<file path="src/rtl/serial_sub_pkg.sv">
// serial_sub_pkg -- shared definitions for the bit-serial subtractor.
//   SERIAL_SUB_WIDTH : default operand/result width
//   state_t          : controller state encoding (IDLE=0, RUN=1)
package serial_sub_pkg;

  localparam int SERIAL_SUB_WIDTH = 8;

  typedef enum logic {
    ST_IDLE = 1'b0,
    ST_RUN  = 1'b1
  } state_t;

endpackage

</file>
<file path="src/rtl/serial_sub_if.sv">
// serial_sub_if -- start/done handshake and operand/result bus of serial_sub.
//   start, a, b, bin : request and operands (master -> slave)
//   busy, done       : progress and one-cycle completion pulse (slave -> master)
//   d, bout          : registered difference and unsigned borrow-out
//   v                : signed overflow, present only when SERIAL_SUB_OVF_EN is defined
interface serial_sub_if
  import serial_sub_pkg::*;
#(
  parameter int WIDTH = SERIAL_SUB_WIDTH
) ();

  logic             start;
  logic [WIDTH-1:0] a;
  logic [WIDTH-1:0] b;
  logic             bin;
  logic             busy;
  logic             done;
  logic [WIDTH-1:0] d;
  logic             bout;
`ifdef SERIAL_SUB_OVF_EN
  logic             v;
`endif

  modport master (
    output start, a, b, bin,
    input  busy, done, d, bout
`ifdef SERIAL_SUB_OVF_EN
    , input v
`endif
  );

  modport slave (
    input  start, a, b, bin,
    output busy, done, d, bout
`ifdef SERIAL_SUB_OVF_EN
    , output v
`endif
  );

endinterface

</file>
<file path="src/rtl/serial_sub_fs_df.sv">
// fs_df -- 1-bit dataflow full subtractor.
//   a, b, bin : minuend bit, subtrahend bit, borrow-in
//   d, bo     : difference bit, borrow-out
module fs_df (
  output logic d,
  output logic bo,
  input  logic a,
  input  logic b,
  input  logic bin
);

  assign d  = a ^ b ^ bin;
  // Borrow when a=0,b=1, or when a==b and a borrow is already pending.
  assign bo = (~a & b) | (~(a ^ b) & bin);

endmodule

</file>
<file path="src/rtl/serial_sub.sv">
// serial_sub -- bit-serial subtractor, D = A - B - BIN, one bit per clock, LSB first.
//   clk : rising-edge clock
//   rst : synchronous active-high reset
//   bus : serial_sub_if.slave (start/a/b/bin in; busy/done/d/bout[/v] out)
// Optional feature: define SERIAL_SUB_OVF_EN to add the signed-overflow output v.
// A run takes WIDTH cycles after the accepting edge; the controller then spends
// one cycle in IDLE before it can accept again.
module serial_sub
  import serial_sub_pkg::*;
#(
  parameter int WIDTH = SERIAL_SUB_WIDTH
) (
  input  logic         clk,
  input  logic         rst,
  serial_sub_if.slave  bus
);

  localparam int CW = (WIDTH > 2) ? $clog2(WIDTH) : 1;

  state_t           state_reg;
  state_t           state_next;
  logic [CW-1:0]    cnt_reg;
  logic [WIDTH-1:0] a_sh_reg;
  logic [WIDTH-1:0] b_sh_reg;
  logic [WIDTH-1:0] res_reg;
  logic [WIDTH-1:0] d_reg;
  logic             borrow_reg;
  logic             bout_reg;
  logic             done_reg;
  logic             bit_d;
  logic             bit_bo;
  logic             last_bit;
  logic             accept;
  logic             run;
  logic [WIDTH-1:0] res_next;
`ifdef SERIAL_SUB_OVF_EN
  logic             a_msb_reg;
  logic             b_msb_reg;
  logic             v_reg;
`endif

  fs_df u_fs (
    .d   (bit_d),
    .bo  (bit_bo),
    .a   (a_sh_reg[0]),
    .b   (b_sh_reg[0]),
    .bin (borrow_reg)
  );

  assign last_bit = (cnt_reg == CW'(WIDTH - 1));
  // The new difference bit enters at the MSB so that after WIDTH shifts the
  // LSB computed first sits at bit 0.
  assign res_next = {bit_d, res_reg[WIDTH-1:1]};

  // State register
  always_ff @(posedge clk) begin
    if (rst) begin
      state_reg <= ST_IDLE;
    end else begin
      state_reg <= state_next;
    end
  end

  // Next-state logic; start is only looked at in IDLE, so a request during
  // a run is dropped rather than queued.
  always_comb begin
    state_next = state_reg;
    case (state_reg)
      ST_IDLE: if (bus.start) state_next = ST_RUN;
      ST_RUN:  if (last_bit)  state_next = ST_IDLE;
      default: state_next = ST_IDLE;
    endcase
  end

  // Output / control decode
  always_comb begin
    run      = (state_reg == ST_RUN);
    accept   = (state_reg == ST_IDLE) && bus.start;
    bus.busy = run;
  end

  // Datapath
  always_ff @(posedge clk) begin
    if (rst) begin
      cnt_reg    <= '0;
      a_sh_reg   <= '0;
      b_sh_reg   <= '0;
      res_reg    <= '0;
      d_reg      <= '0;
      borrow_reg <= 1'b0;
      bout_reg   <= 1'b0;
      done_reg   <= 1'b0;
`ifdef SERIAL_SUB_OVF_EN
      a_msb_reg  <= 1'b0;
      b_msb_reg  <= 1'b0;
      v_reg      <= 1'b0;
`endif
    end else begin
      done_reg <= 1'b0;
      if (accept) begin
        a_sh_reg   <= bus.a;
        b_sh_reg   <= bus.b;
        borrow_reg <= bus.bin;
        res_reg    <= '0;
        cnt_reg    <= '0;
`ifdef SERIAL_SUB_OVF_EN
        // Operand registers shift away their MSBs, so keep them aside.
        a_msb_reg  <= bus.a[WIDTH-1];
        b_msb_reg  <= bus.b[WIDTH-1];
`endif
      end else if (run) begin
        a_sh_reg   <= a_sh_reg >> 1;
        b_sh_reg   <= b_sh_reg >> 1;
        borrow_reg <= bit_bo;
        res_reg    <= res_next;
        cnt_reg    <= cnt_reg + 1'b1;
        if (last_bit) begin
          d_reg    <= res_next;
          bout_reg <= bit_bo;
          done_reg <= 1'b1;
`ifdef SERIAL_SUB_OVF_EN
          // bit_d is the MSB of the difference on the last step.
          v_reg    <= (a_msb_reg ^ b_msb_reg) & (a_msb_reg ^ bit_d);
`endif
        end
      end
    end
  end

  assign bus.done = done_reg;
  assign bus.d    = d_reg;
  assign bus.bout = bout_reg;
`ifdef SERIAL_SUB_OVF_EN
  assign bus.v    = v_reg;
`endif

endmodule

</file>
<file path="src/flat_wrapper.sv">
// flat-port wrapper written by rule: the top's interface ports become plain ports
module serial_sub_flat import serial_sub_pkg::*;
#(
  parameter int WIDTH = SERIAL_SUB_WIDTH
)
  (clk, rst, bus_start, bus_a, bus_b, bus_bin, bus_busy, bus_done, bus_d, bus_bout);
  serial_sub_if #(.WIDTH(WIDTH)) bus_i ();
  input  logic clk;
  input  logic rst;
  input wire logic [$bits(bus_i.start)-1:0] bus_start;
  input wire logic [$bits(bus_i.a)-1:0] bus_a;
  input wire logic [$bits(bus_i.b)-1:0] bus_b;
  input wire logic [$bits(bus_i.bin)-1:0] bus_bin;
  output wire logic [$bits(bus_i.busy)-1:0] bus_busy;
  output wire logic [$bits(bus_i.done)-1:0] bus_done;
  output wire logic [$bits(bus_i.d)-1:0] bus_d;
  output wire logic [$bits(bus_i.bout)-1:0] bus_bout;
  assign bus_i.start = bus_start;
  assign bus_i.a = bus_a;
  assign bus_i.b = bus_b;
  assign bus_i.bin = bus_bin;
  assign bus_busy = bus_i.busy;
  assign bus_done = bus_i.done;
  assign bus_d = bus_i.d;
  assign bus_bout = bus_i.bout;
  serial_sub #(.WIDTH(WIDTH)) u_core (.clk(clk), .rst(rst), .bus(bus_i));
endmodule
</file>
<file path="config.mk">
export PLATFORM = sky130hd
export DESIGN_NAME = serial_sub_flat
export DESIGN_NICKNAME = d
export VERILOG_FILES = /design/src/rtl/serial_sub_pkg.sv /design/src/rtl/serial_sub_if.sv /design/src/rtl/serial_sub_fs_df.sv /design/src/rtl/serial_sub.sv /design/src/flat_wrapper.sv
export SDC_FILE = /design/constraint.sdc
export NUM_CORES = 1
export LEC_CHECK = 0
export BUFFER_PORTS_ARGS = -buffer_cell sky130_fd_sc_hd__buf_2
export CAP_MARGIN = 20
export CELL_PAD_IN_SITES_DETAIL_PLACEMENT = 0
export CELL_PAD_IN_SITES_GLOBAL_PLACEMENT = 1
export CORE_AREA = 2 2 65 67
export CTS_CLUSTER_SIZE = 12
export DETAILED_ROUTE_END_ITERATION = 10
export DIE_AREA = 0 0 67 69
export PLACE_DENSITY_LB_ADDON = 0.25
export REMOVE_ABC_BUFFERS = 1
export SYNTH_ARGS = -nofsm -noshare
export SYNTH_HDL_FRONTEND = slang
export SYNTH_HIERARCHICAL = 1
export SYNTH_SLANG_ARGS = --single-unit
export TNS_END_PERCENT = 1
</file>
<file path="constraint.sdc">
create_clock -name clk -period 3.3 [get_ports clk]
set_input_delay 0.495 -clock clk [delete_from_list [all_inputs] [get_ports clk]]
set_output_delay 0.495 -clock clk [all_outputs]
set_load 0.02 [all_outputs]
</file>
# Yosys cells after proc, flatten, opt, wreduce, memory -nomap -nowiden
# Cells that the tools add are included.
# totals
out_inout_bits	11
regBits	39
# op_classes
eq_ne	1
n_bitwise	9
n_addsub	1
mux	10
n_reduce_logical	5
# op_table
op	n
8-bit 2-to-1 mux	4
1-bit 2-to-1 mux	5
1-bit NOT	4
3-bit by 1-bit adder with 3-bit output (second input constant)	1
3-bit equality test (second input constant)	1
3-bit AND reduction	1
3-bit OR reduction	1
1-bit AND	2
1-bit case mux with 2 select lines	1
2-bit nonzero test	1
2-bit OR reduction	1
1-bit bitwise XOR	2
1-bit logical AND	1
1-bit bitwise OR	1

# Logic depth before layout (Yosys ltp)
# logic_depth
word_depth	6
mapped_depth	6
depth_no_buf	5

# Modules after synthesis
# The synthesis kept the hierarchy.
# modules_own_cells
module	seq_area_each_um2	cells_each	instances	area_per_inst_um2
serial_sub	760.7	168	1	1665.3
fs_df	0.0	4	1	31.3

# Worst setup path after synthesis
# OpenSTA, ideal clock, no wires.
# synth_timing
kind	input to register
from	in bus_start
to	reg u_core.res_reg[7]
n_path_buf	2
path_stages	4
setup_time_ns	0.067
setup_slack_ns	2.010
required_time_ns	3.233
arrival_ns	1.223
path_cell_list	buf_6 > buf_8 > or3b_1 > a21oi_2
# synth_between
elab_chain_len	2
# synth_lines
element	line	rtl
from (decl)	flat_wrapper.sv:10	input wire logic [$bits(bus_i.start)-1:0] bus_start;
1-bit logical AND	serial_sub.sv:78	accept = (state_reg == ST_IDLE) && bus.start;
2-bit OR reduction (no source line)	n/a	
to (signal assigned)	serial_sub.sv:115	res_reg <= res_next;
to (decl)	serial_sub.sv:25	logic [WIDTH-1:0] res_reg;
# Every way passes these cells.
# A chain may end at the register's enable or synchronous reset.

# Worst setup path after layout
# layout_timing
from	reg u_core.state_reg (netlist: u_core/bus.busy)
to	out bus_busy
# layout_rtl
element	line	rtl
from (decl)	serial_sub.sv:20	state_t state_reg;
from (signal assigned)	serial_sub.sv:60	state_reg <= state_next;
to (decl)	flat_wrapper.sv:14	output wire logic [$bits(bus_i.busy)-1:0] bus_busy;
# No word-level cell between the ends.

==> metrics.md <==
| Metric | Value |
|---|---|
| DR vias/cell | 5.102 |
| Crit path buffers/inverters | 1 |
| Tot Pwr | approximately 0.00090 W |
| Fin Setup TNS | 0 ns |
| Leak Pwr | a little under 0.8 nW |
| Multi-input logic area | ~800 um2 |
| Vias in the first global route | around 1200 |
| Post-detail-place hpwl | between 1500 and 2000 um |
| CTS tree | built |
| CP Launch Type | register |
| DR WL/cell | 12.45 um |
| TritonCTS buffer count | 5 |
| CP top delay family | flip-flops |
| Worst vdd ir | 273.3 uV |
| Total gr overflow | 0 |
| GP Congestion | roughly 0.68 |
| Detailed Routing Iterations Pass 1 | 4 |
| Clk slew on worst S/H paths | about 0.07 ns |
| Initial core utilization | a little over two fifths |
| Post-synthesis cell count | roughly 170 |
| Area growth, synth to finish | 12.32% |
| Layout cells sized above 1 | about 25% |
| Hold WC Path Type | register to register |
| Netlist cell types | 21 |
| CP Max Fanout | 60 |
| Final Util | between 40 and 50% |
| Synthesized area | around 1700 um2 |
| Seq. cell area | roughly 760 um2 |
| WHS Path Cells | 2 |
| Syn avg cell area | 9.864 um2 |
| Reg2reg setup slack | 1.43 ns |
| # fillers | between 300 and 400 |
| Hold Buf Count CTS | 0 |
| Power Density | approximately 470 nW/um2 |
| Unrepaired setup endpoints after global routing | false |
| Hold EP | u_core/res_reg[3]$_SDFFE_PP0P_ |
| Root buffer cell | clkbuf_8 |
| Final setup viols | 0 |
| Worst path required time | approximately 2.8 ns |
| Max_slew headroom | 38.90% |
| Number of diodes | 0 |
| Tmin final | slightly above 2 ns |
| Final nets | between 200 and 250 |
| Port Buffer Count | 30 |
| Initial drt markers | slightly below 80 |
| Largest net degree at the start of global routing | between 60 and 70 |
| R2R Path Start | u_core/bus.busy$_SDFF_PP0_ |
| Max-cap violation count | 0 |
| CP peak stage delay | 0.94 ns |
| Largest buffer count on any clock path | 2 |
| Worst slew pin tran | slightly above 0.9 ns |
| FF-to-FF path depth | 2 |
| Postcts setup bufs | 0 |
| Chip width | 67 um |
| Clk_lat worst skew | approximately 0.28 ns |
| Critical path type | register to primary output |
| Worst R2R End | u_core/a_sh_reg[1]$_SDFFE_PP0P_ |
| Final Max Tran Viols | 0 |
| Period utilization | slightly above 60% |
| # clock sinks | 38 |
| Detailed-route DRC error count | 0 |
| Status | completed |
| Crit path DAT | approximately 1.5 ns |
| Min-delay src | u_core/res_reg[4]$_SDFFE_PP0P_ |
| Ports | 31 |
| Sequential-to-total area share from yosys stat | 44.84% |
| Hold Slack | 0.4853 ns |
| Die Y-Extent | approximately 69 um |
| Global-route wire length before repair | between 5000 and 6000 um |
| CORE AREA | a little under 4000 um2 |
| Critical Path End Type | primary output |
| YS warnings | 6 |
| Antenna violations before repair | 0 |
| DIE AREA | around 4600 um2 |
| Final hold vios | 0 |
| Drt total wl | a little over 3000 um |
| Vias | approximately 1200 |
| H-Tree Depth | 2 |
| Seq cells post-synth | 38 |
| Slowest-stage cell, CP | dfxtp_2 |
| Fmax | between 0.4 and 0.5 GHz |
| Overall Global Routing Usage | between 10% and 20% |
| Final Skew | slightly below 0.009 ns |
| Post-CTS sizing | 0 |
| Row cnt | 23 |
| Cells along the critical path | buf_2 |
| Detail Route Antenna Nets | 0 |
## routing by layer
metal / global-route usage, % / up-vias / routed length (um)
li1: - / 647 / -
met1: 19.71 / 564 / 1465
met2: 21.56 / 29 / 1383
met3: 3.915 / 5 / 156
met4: 6.122 / 0 / 34
met5: 0 / - / 0
## worst max path at each step
stage / slack [ns] / cells after the start / from / endpoint
finish: 1.27 / 1 / u_core/bus.busy$_SDFF_PP0_ / bus_busy
global route: 1.15 / 1 / u_core/bus.busy$_SDFF_PP0_ / bus_busy
CTS: 1.27 / 1 / u_core/bus.busy$_SDFF_PP0_ / bus_busy
detailed placement: 1.47 / 2 / u_core/bus.busy$_SDFF_PP0_ / u_core/b_sh_reg[4]$_SDFFE_PP0P_
global placement: 1.58 / 2 / u_core/bus.busy$_SDFF_PP0_ / u_core/borrow_reg$_SDFFE_PP0P_
floorplan: 1.30 / 2 / u_core/bus.busy$_SDFF_PP0_ / u_core/a_sh_reg[0]$_SDFFE_PP0P_
## final cells by class
class                   instances  share of cell area (%)
flip-flops and latches         38                   39.99
inverters                       4                  0.7879
clock inverters                 1                  0.2626
repair buffers                 30                   7.879
clock buffers                   7                   4.531
multi-input cells             114                   43.27
well taps                      50                   3.283
## per-stage QoR
| step | area [um2] | std cells | setup slack (ns) |
|---|---|---|---|
| 4_1_cts | 1906 | 244 | 1.268 |
| 3_3_place_gp | 1814 | 236 | 1.580 |
| 6_report | 1906 | 244 | 1.275 |
| 5_1_grt | 1906 | 244 | 1.148 |
| 3_5_place_dp | 1814 | 236 | 1.466 |
| 2_1_floorplan | 1600 | 156 | 1.297 |
## synthesized netlist by cell type, drive strengths merged
master  number  area [um2]
nor2         2       7.510
fa           1       20.02
or3b        10       87.58
a21bo        9       90.09
buf         13       85.08
a211oi      16       120.1
nor2b       15       93.84
a21oi       19       98.85
mux2i       17       170.2
clkbuf       3       11.26
nand3        9       45.04
nor3         2       10.01
nand2       10       37.54
ha           3       37.54
nand2b       1       6.260
dfxtp       38       760.7
inv          4       15.01
## tightest hold or removal path, delay by kind of cell, from the launching register on
kind	cells	cell delay, ns
flops	1	0.33
simple gates	1	0.07
compound gates	1	0.05
## cells in the final DEF (no fill, tap or decap), types with 2 or more instances in the layout
| cell | synthesis | final |
|---|---|---|
| mux2i_1 | 17 | 17 |
| or3b_1 | 10 | 10 |
| buf_2 | 8 | 30 |
| clkbuf_8 | 0 | 6 |
| a21bo_2 | 9 | 9 |
| ha_1 | 3 | 3 |
| inv_1 | 4 | 4 |
| nand2_1 | 10 | 10 |
| nor3_1 | 2 | 2 |
| a211oi_1 | 16 | 16 |
| nor2b_1 | 15 | 15 |
| nand3_1 | 9 | 9 |
| a21oi_1 | 18 | 18 |
| nor2_1 | 2 | 2 |
| dfxtp_1 | 38 | 37 |
## where the power goes
part	switching, W	internal [W]	total (W)	leakage, nW
Combinational	0.0000409	0.0000397	0.0000806	0.435
Sequential	0.0000228	0.000480	0.000502	0.311
Clock	0.000150	0.000168	0.000319	0.0482
Total	0.000214	0.000688	0.000902	0.794
## cell families (layout without fill, tap and decap cells)
logic type / after synthesis / count (layout) / share of synthesized area [%]
AOI/OAI and AO/OA: 44 / 44 / 18.22
muxes: 17 / 17 / 10.03
DFF: 38 / 38 / 44.84
buffers and inverters: 20 / 42 / 6.563
and+or+nand+nor: 49 / 49 / 16.96
adders and majority gates: 4 / 4 / 3.393
No activity file was read; power rests on OpenSTA's default activity.
